==> src/rtl/ultrasonic_scan_ctrl.sv <==
// ultrasonic_scan_ctrl
//   Round-robin sequencer for up to N_SENS HC-SR04 style range sensors that
//   share one echo-timing datapath. For each sensor in turn it fires a
//   trigger pulse, waits for the echo rising edge, measures the echo width,
//   supervises a timeout, reports one tagged result and holds a quiet gap.
//
// Ports
//   clk        in   system clock, rising edge
//   reset      in   asynchronous active-high reset
//   enable     in   1 = keep scanning, 0 = stop after the current shot
//   echo       in   raw echo lines (asynchronous to clk)
//   trig       out  trigger lines, at most one bit high
//   dist_data  out  echo width in clk cycles (0 on timeout), held until next report
//   dist_sel   out  sensor index of the reported shot
//   dist_valid out  one-cycle result strobe
//   timeout    out  qualifies dist_valid; held until next report
//   busy       out  high whenever the sequencer is not idle
module ultrasonic_scan_ctrl #(
   parameter int unsigned N_SENS      = 4,
   parameter int unsigned SEL_W       = 2,
   parameter int unsigned CNT_W       = 22,
   parameter int unsigned TRIG_CYC    = 1000,
   parameter int unsigned TIMEOUT_CYC = 3000000,
   parameter int unsigned GAP_CYC     = 2000000
) (
   input  logic              clk,
   input  logic              reset,
   input  logic              enable,
   input  logic [N_SENS-1:0] echo,
   output logic [N_SENS-1:0] trig,
   output logic [CNT_W-1:0]  dist_data,
   output logic [SEL_W-1:0]  dist_sel,
   output logic              dist_valid,
   output logic              timeout,
   output logic              busy
);

   // Phase timer shared by the trigger pulse and the quiet gap.
   localparam int unsigned PHASE_MAX = (TRIG_CYC > GAP_CYC) ? TRIG_CYC : GAP_CYC;
   localparam int unsigned TMR_W     = $clog2(PHASE_MAX + 1);

   typedef enum logic [2:0] {
      IDLE,
      TRIG,
      WAIT_RISE,
      MEASURE,
      REPORT,
      GAP
   } state_e;

   state_e              state_q, state_d;
   logic [SEL_W-1:0]    sel_q, sel_d;
   logic [N_SENS-1:0]   echo_s1_q, echo_s2_q;
   logic [CNT_W-1:0]    width_q, width_d;
   logic [CNT_W-1:0]    tmo_cnt_q, tmo_cnt_d;
   logic [TMR_W-1:0]    tmr_q, tmr_d;
   logic                seen_low_q, seen_low_d;

   logic [N_SENS-1:0]   trig_q, trig_d;
   logic [CNT_W-1:0]    dist_data_q, dist_data_d;
   logic [SEL_W-1:0]    dist_sel_q, dist_sel_d;
   logic                dist_valid_q, dist_valid_d;
   logic                timeout_q, timeout_d;
   logic                busy_q, busy_d;

   logic                echo_cur;
   logic [CNT_W-1:0]    tmo_inc;
   logic                tmo_hit;
   logic                report_tmo;

   // Two-stage synchroniser on every echo line.
   always_ff @(posedge clk or posedge reset) begin
      if (reset) begin
         echo_s1_q <= '0;
         echo_s2_q <= '0;
      end else begin
         echo_s1_q <= echo;
         echo_s2_q <= echo_s1_q;
      end
   end

   // Only the selected sensor's synchronised echo is observed.
   always_comb begin
      echo_cur = 1'b0;
      for (int unsigned i = 0; i < N_SENS; i++) begin
         if (sel_q == SEL_W'(i)) begin
            echo_cur = echo_s2_q[i];
         end
      end
   end

   assign tmo_inc = tmo_cnt_q + CNT_W'(1);
   assign tmo_hit = (tmo_inc == CNT_W'(TIMEOUT_CYC));

   always_ff @(posedge clk or posedge reset) begin
      if (reset) begin
         state_q      <= IDLE;
         sel_q        <= '0;
         width_q      <= '0;
         tmo_cnt_q    <= '0;
         tmr_q        <= '0;
         seen_low_q   <= 1'b0;
         trig_q       <= '0;
         dist_data_q  <= '0;
         dist_sel_q   <= '0;
         dist_valid_q <= 1'b0;
         timeout_q    <= 1'b0;
         busy_q       <= 1'b0;
      end else begin
         state_q      <= state_d;
         sel_q        <= sel_d;
         width_q      <= width_d;
         tmo_cnt_q    <= tmo_cnt_d;
         tmr_q        <= tmr_d;
         seen_low_q   <= seen_low_d;
         trig_q       <= trig_d;
         dist_data_q  <= dist_data_d;
         dist_sel_q   <= dist_sel_d;
         dist_valid_q <= dist_valid_d;
         timeout_q    <= timeout_d;
         busy_q       <= busy_d;
      end
   end

   always_comb begin
      state_d    = state_q;
      sel_d      = sel_q;
      width_d    = width_q;
      tmo_cnt_d  = tmo_cnt_q;
      tmr_d      = tmr_q;
      seen_low_d = seen_low_q;
      report_tmo = 1'b0;

      case (state_q)
         IDLE: begin
            width_d   = '0;
            tmo_cnt_d = '0;
            tmr_d     = '0;
            if (enable) begin
               state_d = TRIG;
            end
         end

         TRIG: begin
            if (tmr_q == TMR_W'(TRIG_CYC - 1)) begin
               state_d    = WAIT_RISE;
               tmr_d      = '0;
               seen_low_d = 1'b0;
            end else begin
               tmr_d = tmr_q + TMR_W'(1);
            end
         end

         // A rising edge needs a low sample first, so an echo already high
         // on entry must fall and rise again before it counts.
         WAIT_RISE: begin
            tmo_cnt_d = tmo_inc;
            if (tmo_hit) begin
               state_d    = REPORT;
               report_tmo = 1'b1;
            end else if (echo_cur && seen_low_q) begin
               state_d = MEASURE;
               width_d = CNT_W'(1);
            end else if (!echo_cur) begin
               seen_low_d = 1'b1;
            end
         end

         MEASURE: begin
            tmo_cnt_d = tmo_inc;
            if (tmo_hit) begin
               state_d    = REPORT;
               report_tmo = 1'b1;
            end else if (!echo_cur) begin
               state_d = REPORT;
            end else if (width_q != '1) begin
               width_d = width_q + CNT_W'(1);
            end
         end

         REPORT: begin
            state_d = GAP;
            tmr_d   = '0;
         end

         GAP: begin
            if (tmr_q == TMR_W'(GAP_CYC - 1)) begin
               state_d = IDLE;
               tmr_d   = '0;
               sel_d   = (sel_q == SEL_W'(N_SENS - 1)) ? '0 : sel_q + SEL_W'(1);
            end else begin
               tmr_d = tmr_q + TMR_W'(1);
            end
         end

         default: state_d = IDLE;
      endcase
   end

   // Outputs are registered from the next state so each one is aligned with
   // the state it belongs to and comes straight from a flop.
   always_comb begin
      dist_valid_d = (state_d == REPORT);
      dist_data_d  = dist_data_q;
      dist_sel_d   = dist_sel_q;
      timeout_d    = timeout_q;
      busy_d       = (state_d != IDLE);
      if (state_d == REPORT) begin
         dist_data_d = report_tmo ? '0 : width_q;
         dist_sel_d  = sel_q;
         timeout_d   = report_tmo;
      end
      for (int unsigned i = 0; i < N_SENS; i++) begin
         trig_d[i] = (state_d == TRIG) && (sel_q == SEL_W'(i));
      end
   end

   assign trig       = trig_q;
   assign dist_data  = dist_data_q;
   assign dist_sel   = dist_sel_q;
   assign dist_valid = dist_valid_q;
   assign timeout    = timeout_q;
   assign busy       = busy_q;

endmodule

==> config.mk <==
export PLATFORM = sky130hd
export DESIGN_NAME = ultrasonic_scan_ctrl
export DESIGN_NICKNAME = d
export VERILOG_FILES = /design/src/rtl/ultrasonic_scan_ctrl.sv
export SDC_FILE = /design/constraint.sdc
export NUM_CORES = 1
export LEC_CHECK = 0
export BUFFER_PORTS_ARGS = -buffer_cell sky130_fd_sc_hd__buf_2
export CELL_PAD_IN_SITES_DETAIL_PLACEMENT = 0
export CELL_PAD_IN_SITES_GLOBAL_PLACEMENT = 1
export CORE_MARGIN = 8
export CORE_UTILIZATION = 40
export DETAILED_ROUTE_END_ITERATION = 16
export GPL_ROUTABILITY_DRIVEN = 0
export PLACE_DENSITY_LB_ADDON = 0.1
export SYNTH_ARGS = -nofsm -noshare
export SYNTH_HDL_FRONTEND = slang
export SYNTH_SLANG_ARGS = --single-unit
export TNS_END_PERCENT = 50
==> constraint.sdc <==
create_clock -name clk -period 3.65 [get_ports clk]
set_input_delay 0.73 -clock clk [delete_from_list [all_inputs] [get_ports clk]]
set_output_delay 0.73 -clock clk [all_outputs]
set_load 0.02 [all_outputs]
Word-level counts from Yosys, hierarchy flattened --
Cells that the tools add are included.
Operators by class: mux-type cells 31, equality and inequality tests 22, reductions and logical operators 17, add/sub/neg operators 4
Operator list (number):
- 2-to-1 mux 22 bit | 6
- case mux 22 bit (3 select lines) | 1
- case mux 21 bit (3 select lines) | 1
- adder 22 x 1 -> 22 bit (second input constant) | 2
- case mux 22 bit (2 select lines) | 1
- 2-to-1 mux 21 bit | 2
- equality test 22 bit (second input constant) | 1
- != test 22 bit (second input constant) | 1
- adder 21 x 1 -> 21 bit (second input constant) | 1
- equality test 21 x 10 -> 1 bit (second input constant) | 1
- equality test 21 bit (second input constant) | 1
- 2-to-1 mux 3 bit | 7
- case mux 3 bit (6 select lines) | 1
- != test 2 bit (second input constant) | 8
- 2-to-1 mux 1 bit | 10
- equality test 3 bit (second input constant) | 3
- nonzero test 3 bit | 3
- equality test 3 x 1 -> 1 bit (second input constant) | 2
- equality test 3 x 2 -> 1 bit (second input constant) | 2
- AND reduction 6 bit | 1
- logical AND 1 bit | 5
- AND reduction 5 bit | 1
- equality test 2 bit (second input constant) | 2
- nonzero test 2 bit | 2
- 8 further kinds | 9
Word-level totals: bits in registers 110, logic and storage cells 88, input bits 7

Longest topological paths before layout --
depth in word-level cells 11, gate-level depth with buffers 12, gate-level depth less buffers 9

Least setup slack after synthesis --
No wires, ideal clock.
path kind register to register, start reg tmo_cnt_q[0], end reg dist_data_q[11], in the netlist dist_data[11], arrival 2.993 ns, slack 0.536 ns, period minus slack after synthesis 3.114 ns, stages on the path, launching flop included 11, required time 3.529 ns, path buffers 2, setup time 0.121 ns, path through dfrtp_1 ha_1 buf_2 nand3_2 or4_1 or4_4 a21oi_1 nor4b_4 nor2_1 buf_2 a22o_1
On the way: word-level cells in the longest chain between the ends 5, elaborated cells on any way between the ends 9, classes of those cells 1 x add/sub; 2 x eq/ne; 6 x mux
RTL lines:
- from (decl) | line 55 | logic [CNT_W-1:0] tmo_cnt_q, tmo_cnt_d;
- from (signal assigned) | line 113 | tmo_cnt_q <= tmo_cnt_d;
- adder 22 x 1 -> 22 bit (*) | line 92 | assign tmo_inc = tmo_cnt_q + CNT_W'(1);
- equality test 22 bit (*) | line 93 | assign tmo_hit = (tmo_inc == CNT_W'(TIMEOUT_CYC));
- 2-to-1 mux 3 bit, or another cell as far along | line 171 | if (tmo_hit) begin
- case mux 3 bit (6 select lines) or 2-to-1 mux 1 bit (tied branches)
- equality test 3 bit or 2-to-1 mux 22 bit (tied branches) | line 208, 209
- to (signal assigned) | line 117 | dist_data_q <= dist_data_d;
- to (decl) | line 60 | logic [CNT_W-1:0] dist_data_q, dist_data_d;
Mark *: on every way between the ends. The rest lies on a longest branch, timed or not. A chain may end at the register's enable or synchronous reset.

Worst setup path in the final report --
start reg tmo_cnt_q[1], end reg dist_data_q[15], in the netlist dist_data[15]
The elaborated chain is that of the path after synthesis.

==> flow_summary.yaml <==
power:
  clkPwrFrac_pct: 49.6
  p_sw_mw: 0.512
  switching_share_pct: 20.5
  combPwrFrac_pct: 1.3
  pwr-share-seq_pct: 49.1
  leakagePower_nw: 2.87
  p_int_mw: 1.98
  ir_drop_mv: 0.210
  p_per_area_nw_per_um2: 377
synthesis:
  synth_ff_type: "dfrtp_1"
  postSynthCellCount: 602
  async_flop_share_pct: 100
  synth-xor-area-share_pct: 2.88
  ys_ff_latch: 110
  ys_seq_area_share_pct: 47.7
  syn-cell-area_um2: 5770
  synthSimpleGateAreaFrac_pct: 23.2
  synth-warning-count: 0
  synth_compound_area_share_pct: 18.5
  synthAdderAreaFrac_pct: 1.73
  synth_edf_count: 0
  syn_avg_cell_area_um2: 9.59
  syn_nets: 617
  yosysUniqueCellTypes: 63
  synth_top_family_by_area: "simple AND/OR/NAND/NOR gates"
  synth_mux_area_share_pct: 1.69
detailed_routing:
  drcViolationCount: 0
  routed_wl_um: 14200
  drtAntennaViolNets: 0
  wl_per_cell_um: 17.1
  first_pass_iters: 4
  dr_total_vias: 4815
  post_drt_via_cell_ratio: 5.83
  drt_iter0_drc: 375
clocking:
  clk_latency_ns: 0.35
  cts_tree: "yes"
  cts_sinks: 110
  clockBufferDepth: 2
  post_cts_buffers: 0
  htree_levels: 3
  clock_tree.root_cell: "clkbuf_16"
  clkTransAtPathRegs_ns: 0.08
  cts_made_buffers: 9
  cts_hold_buf: 0
sta:
  rsz0062_at_grt: "false"
  setup_ws_ns: 0.220
  maxSlewHeadroom_pct: 49.8
  finalMaxSlewViolations: 0
  period_minus_slack_ns: 3.43
  hold_viol: 0
  hold_ws_ns: 0.351
  fmax_ghz: 0.292
  tightestPinTransition_ns: 0.753
  finalClockSkew_ns: 0.00690
  tns_ns: 0
  finalSetupViolCount: 0
  period_share_pct: 94.0
floorplan:
  dieArea_um2: 18500
  die_w_um: 136
  fp-row-count: 44
  initial_core_util_pct: 40.3
  die_h_um: 136
  core_area_um2: 14300
  io-pin-count: 38
final_layout:
  drive_gt1_share_pct: 15.9
  instances_no_fill: 826
  multiInputGateArea_um2: 2780
  seq_area_um2: 2750
  syn_to_final_growth_pct: 14.5
  fillers: 1406
  fin_nets: 652
  postLayoutCoreUtil_pct: 46.2
  diodes: 0
job:
  maxCapViolCount: 0
global_routing:
  grt_first_pass_wirelength_um: 23900
  antenna_found_initial: 0
  grt_pass1_vias: 4606
  gr-usage-all-layers_pct: 16.0
  overflow: 0
  grt_max_degree: 59
worst_setup_path:
  ff2ff_path_depth: 10
  r2r_slack_ns: 0.22
  cp.required_ns: 3.89
  cp_max_fo: 30
  timing.rr.start: "tmo_cnt_q[1]"
  critical_path_arrival_ns: 3.67
  crit_path_start_kind: "flop"
  cp-end-kind: "flop"
  path_class: "reg2reg"
  r2r-end: "dist_data[15]"
min_path:
  hold_depth: 0
  min_path_type: "reg2reg"
  min_from: "echo_s1_q[2]"
  whs_endpoint: "echo_s2_q[2]"
placement:
  dp_hpwl_um: 9700
  port_buffers: 37
  dp.cells: 810
  place_ws_ns: 0.0666
run_status:
  status: "finished, final reports clean"
## cell usage in the layout (no fill, tap or decap), types with 7 or more instances in the layout
| master | n |
|---|---|
| buf_4 | 23 |
| inv_1 | 21 |
| nor3_1 | 14 |
| buf_2 | 37 |
| a22o_1 | 27 |
| xor2_1 | 7 |
| nor4_1 | 10 |
| o31ai_1 | 17 |
| ha_1 | 7 |
| nand4_1 | 26 |
| nor2_1 | 43 |
| dfrtp_1 | 110 |
| clkbuf_16 | 9 |
| nand2_1 | 51 |
| and2_1 | 7 |
| or4_1 | 21 |
| a21oi_1 | 31 |
| o21ai_0 | 33 |
| nand3_1 | 23 |
| and3_1 | 9 |
| xnor2_1 | 12 |
| a21o_1 | 10 |
## flip-flops by register name, indices dropped and copies added, names as in the netlist, 2 cells and up
| register | flops |
|---|---|
| dist_data | 22 |
| dist_sel | 2 |
| echo_s1_q | 4 |
| echo_s2_q | 4 |
| sel_q | 2 |
| state_q | 3 |
| tmo_cnt_q | 22 |
| tmr_q | 21 |
| trig | 4 |
| width_q | 22 |
## synthesized netlist by cell type, types with 4 or more instances
library cell	number	area [um^2]
nor3_1	14	70.1
or4_1	21	158
dfrtp_1	110	2750
nor4_1	10	62.6
inv_1	22	82.6
o31ai_1	17	128
a31o_2	4	35.0
or3_1	4	25.0
clkbuf_1	19	71.3
mux2_2	4	45.0
buf_2	14	70.1
nand3_1	23	115
o21ai_0	33	165
o22ai_1	4	25.0
nor2_1	44	165
a31oi_1	4	25.0
and2_1	7	43.8
and3_1	10	62.6
o41ai_1	5	43.8
xnor2_1	12	105
a21o_1	10	75.1
nand2_1	51	191
xor2_1	7	61.3
ha_1	8	100
a21oi_1	31	155
and4_1	6	52.6
nand4_1	26	163
a22o_1	27	236
## stage by stage
| step | area [um^2] | total power, mW |
|---|---|---|
| 2_1_floorplan | 5770 | 1.27 |
| 3_3_place_gp | 6220 | 1.28 |
| 3_5_place_dp | 6220 | 1.28 |
| 4_1_cts | 6600 | 2.54 |
| 5_1_grt | 6610 | 2.59 |
| 6_report | 6610 | 2.49 |
## power by group through the flow
stage | combinational [mW] | clock (mW) | sequential [mW]
6_report | 0.0332 | 1.24 | 1.22
3_3_place_gp | 0.0357 | 0 | 1.25
3_5_place_dp | 0.0362 | 0 | 1.25
5_1_grt | 0.0402 | 1.32 | 1.22
2_1_floorplan | 0.0199 | 0 | 1.25
4_1_cts | 0.0363 | 1.28 | 1.22
## critical path, stage by stage (launching register included)
cell,delay (ns)
dfrtp_1,0.48
ha_2,0.31
nand3_2,0.09
or4_1,0.55
or4_4,0.51
a21oi_1,0.20
nor4b_4,0.31
buf_4,0.36
nor2_1,0.07
buf_4,0.22
a22o_1,0.21
## how the worst max path moves through the flow
stage | endpoint | startpoint | cells past startpoint
after floorplan | busy | reset | 1
after global placement | dist_sel[1] | tmo_cnt_q[1] | 8
after detailed placement | dist_sel[0] | tmo_cnt_q[1] | 8
after CTS | dist_sel[0] | tmo_cnt_q[1] | 8
after global routing | dist_data[15] | tmo_cnt_q[1] | 11
final | dist_data[15] | tmo_cnt_q[1] | 10
## kinds of logic after synthesis
kind of cell    count (synthesis)
fa+ha+maj                       8
compound gates                156
flops                         110
simple gates                  241
mux                             9
buf+inv                        59
xor+xnor                       19
## layout make-up
type,instances,share of cell area (%)
Clock buffer,9,3.41
Clock inverter,7,2.37
Inverter,22,1.29
Multi-Input combinational cell,433,42.1
Sequential cell,110,41.7
Tap cell,184,3.48
Timing Repair Buffer,61,5.72
## metal layers
| metal | vias to the layer above | global-route usage, % | part of all wire [%] |
|---|---|---|---|
| met5 | - | 0 | 0 |
| met4 | 0 | 4.51 | 1.4 |
| met3 | 13 | 3.29 | 3.4 |
| met2 | 83 | 25.7 | 48 |
| met1 | 2401 | 21.4 | 48 |
| li1 | 2318 | - | - |
## what timing repair did
action                                 CTS  global route
setup endpoints to repair                0            29
endpoints found under the hold margin    0             0
gates resized for setup                  0             3
(Power assumes the default switching activity.)
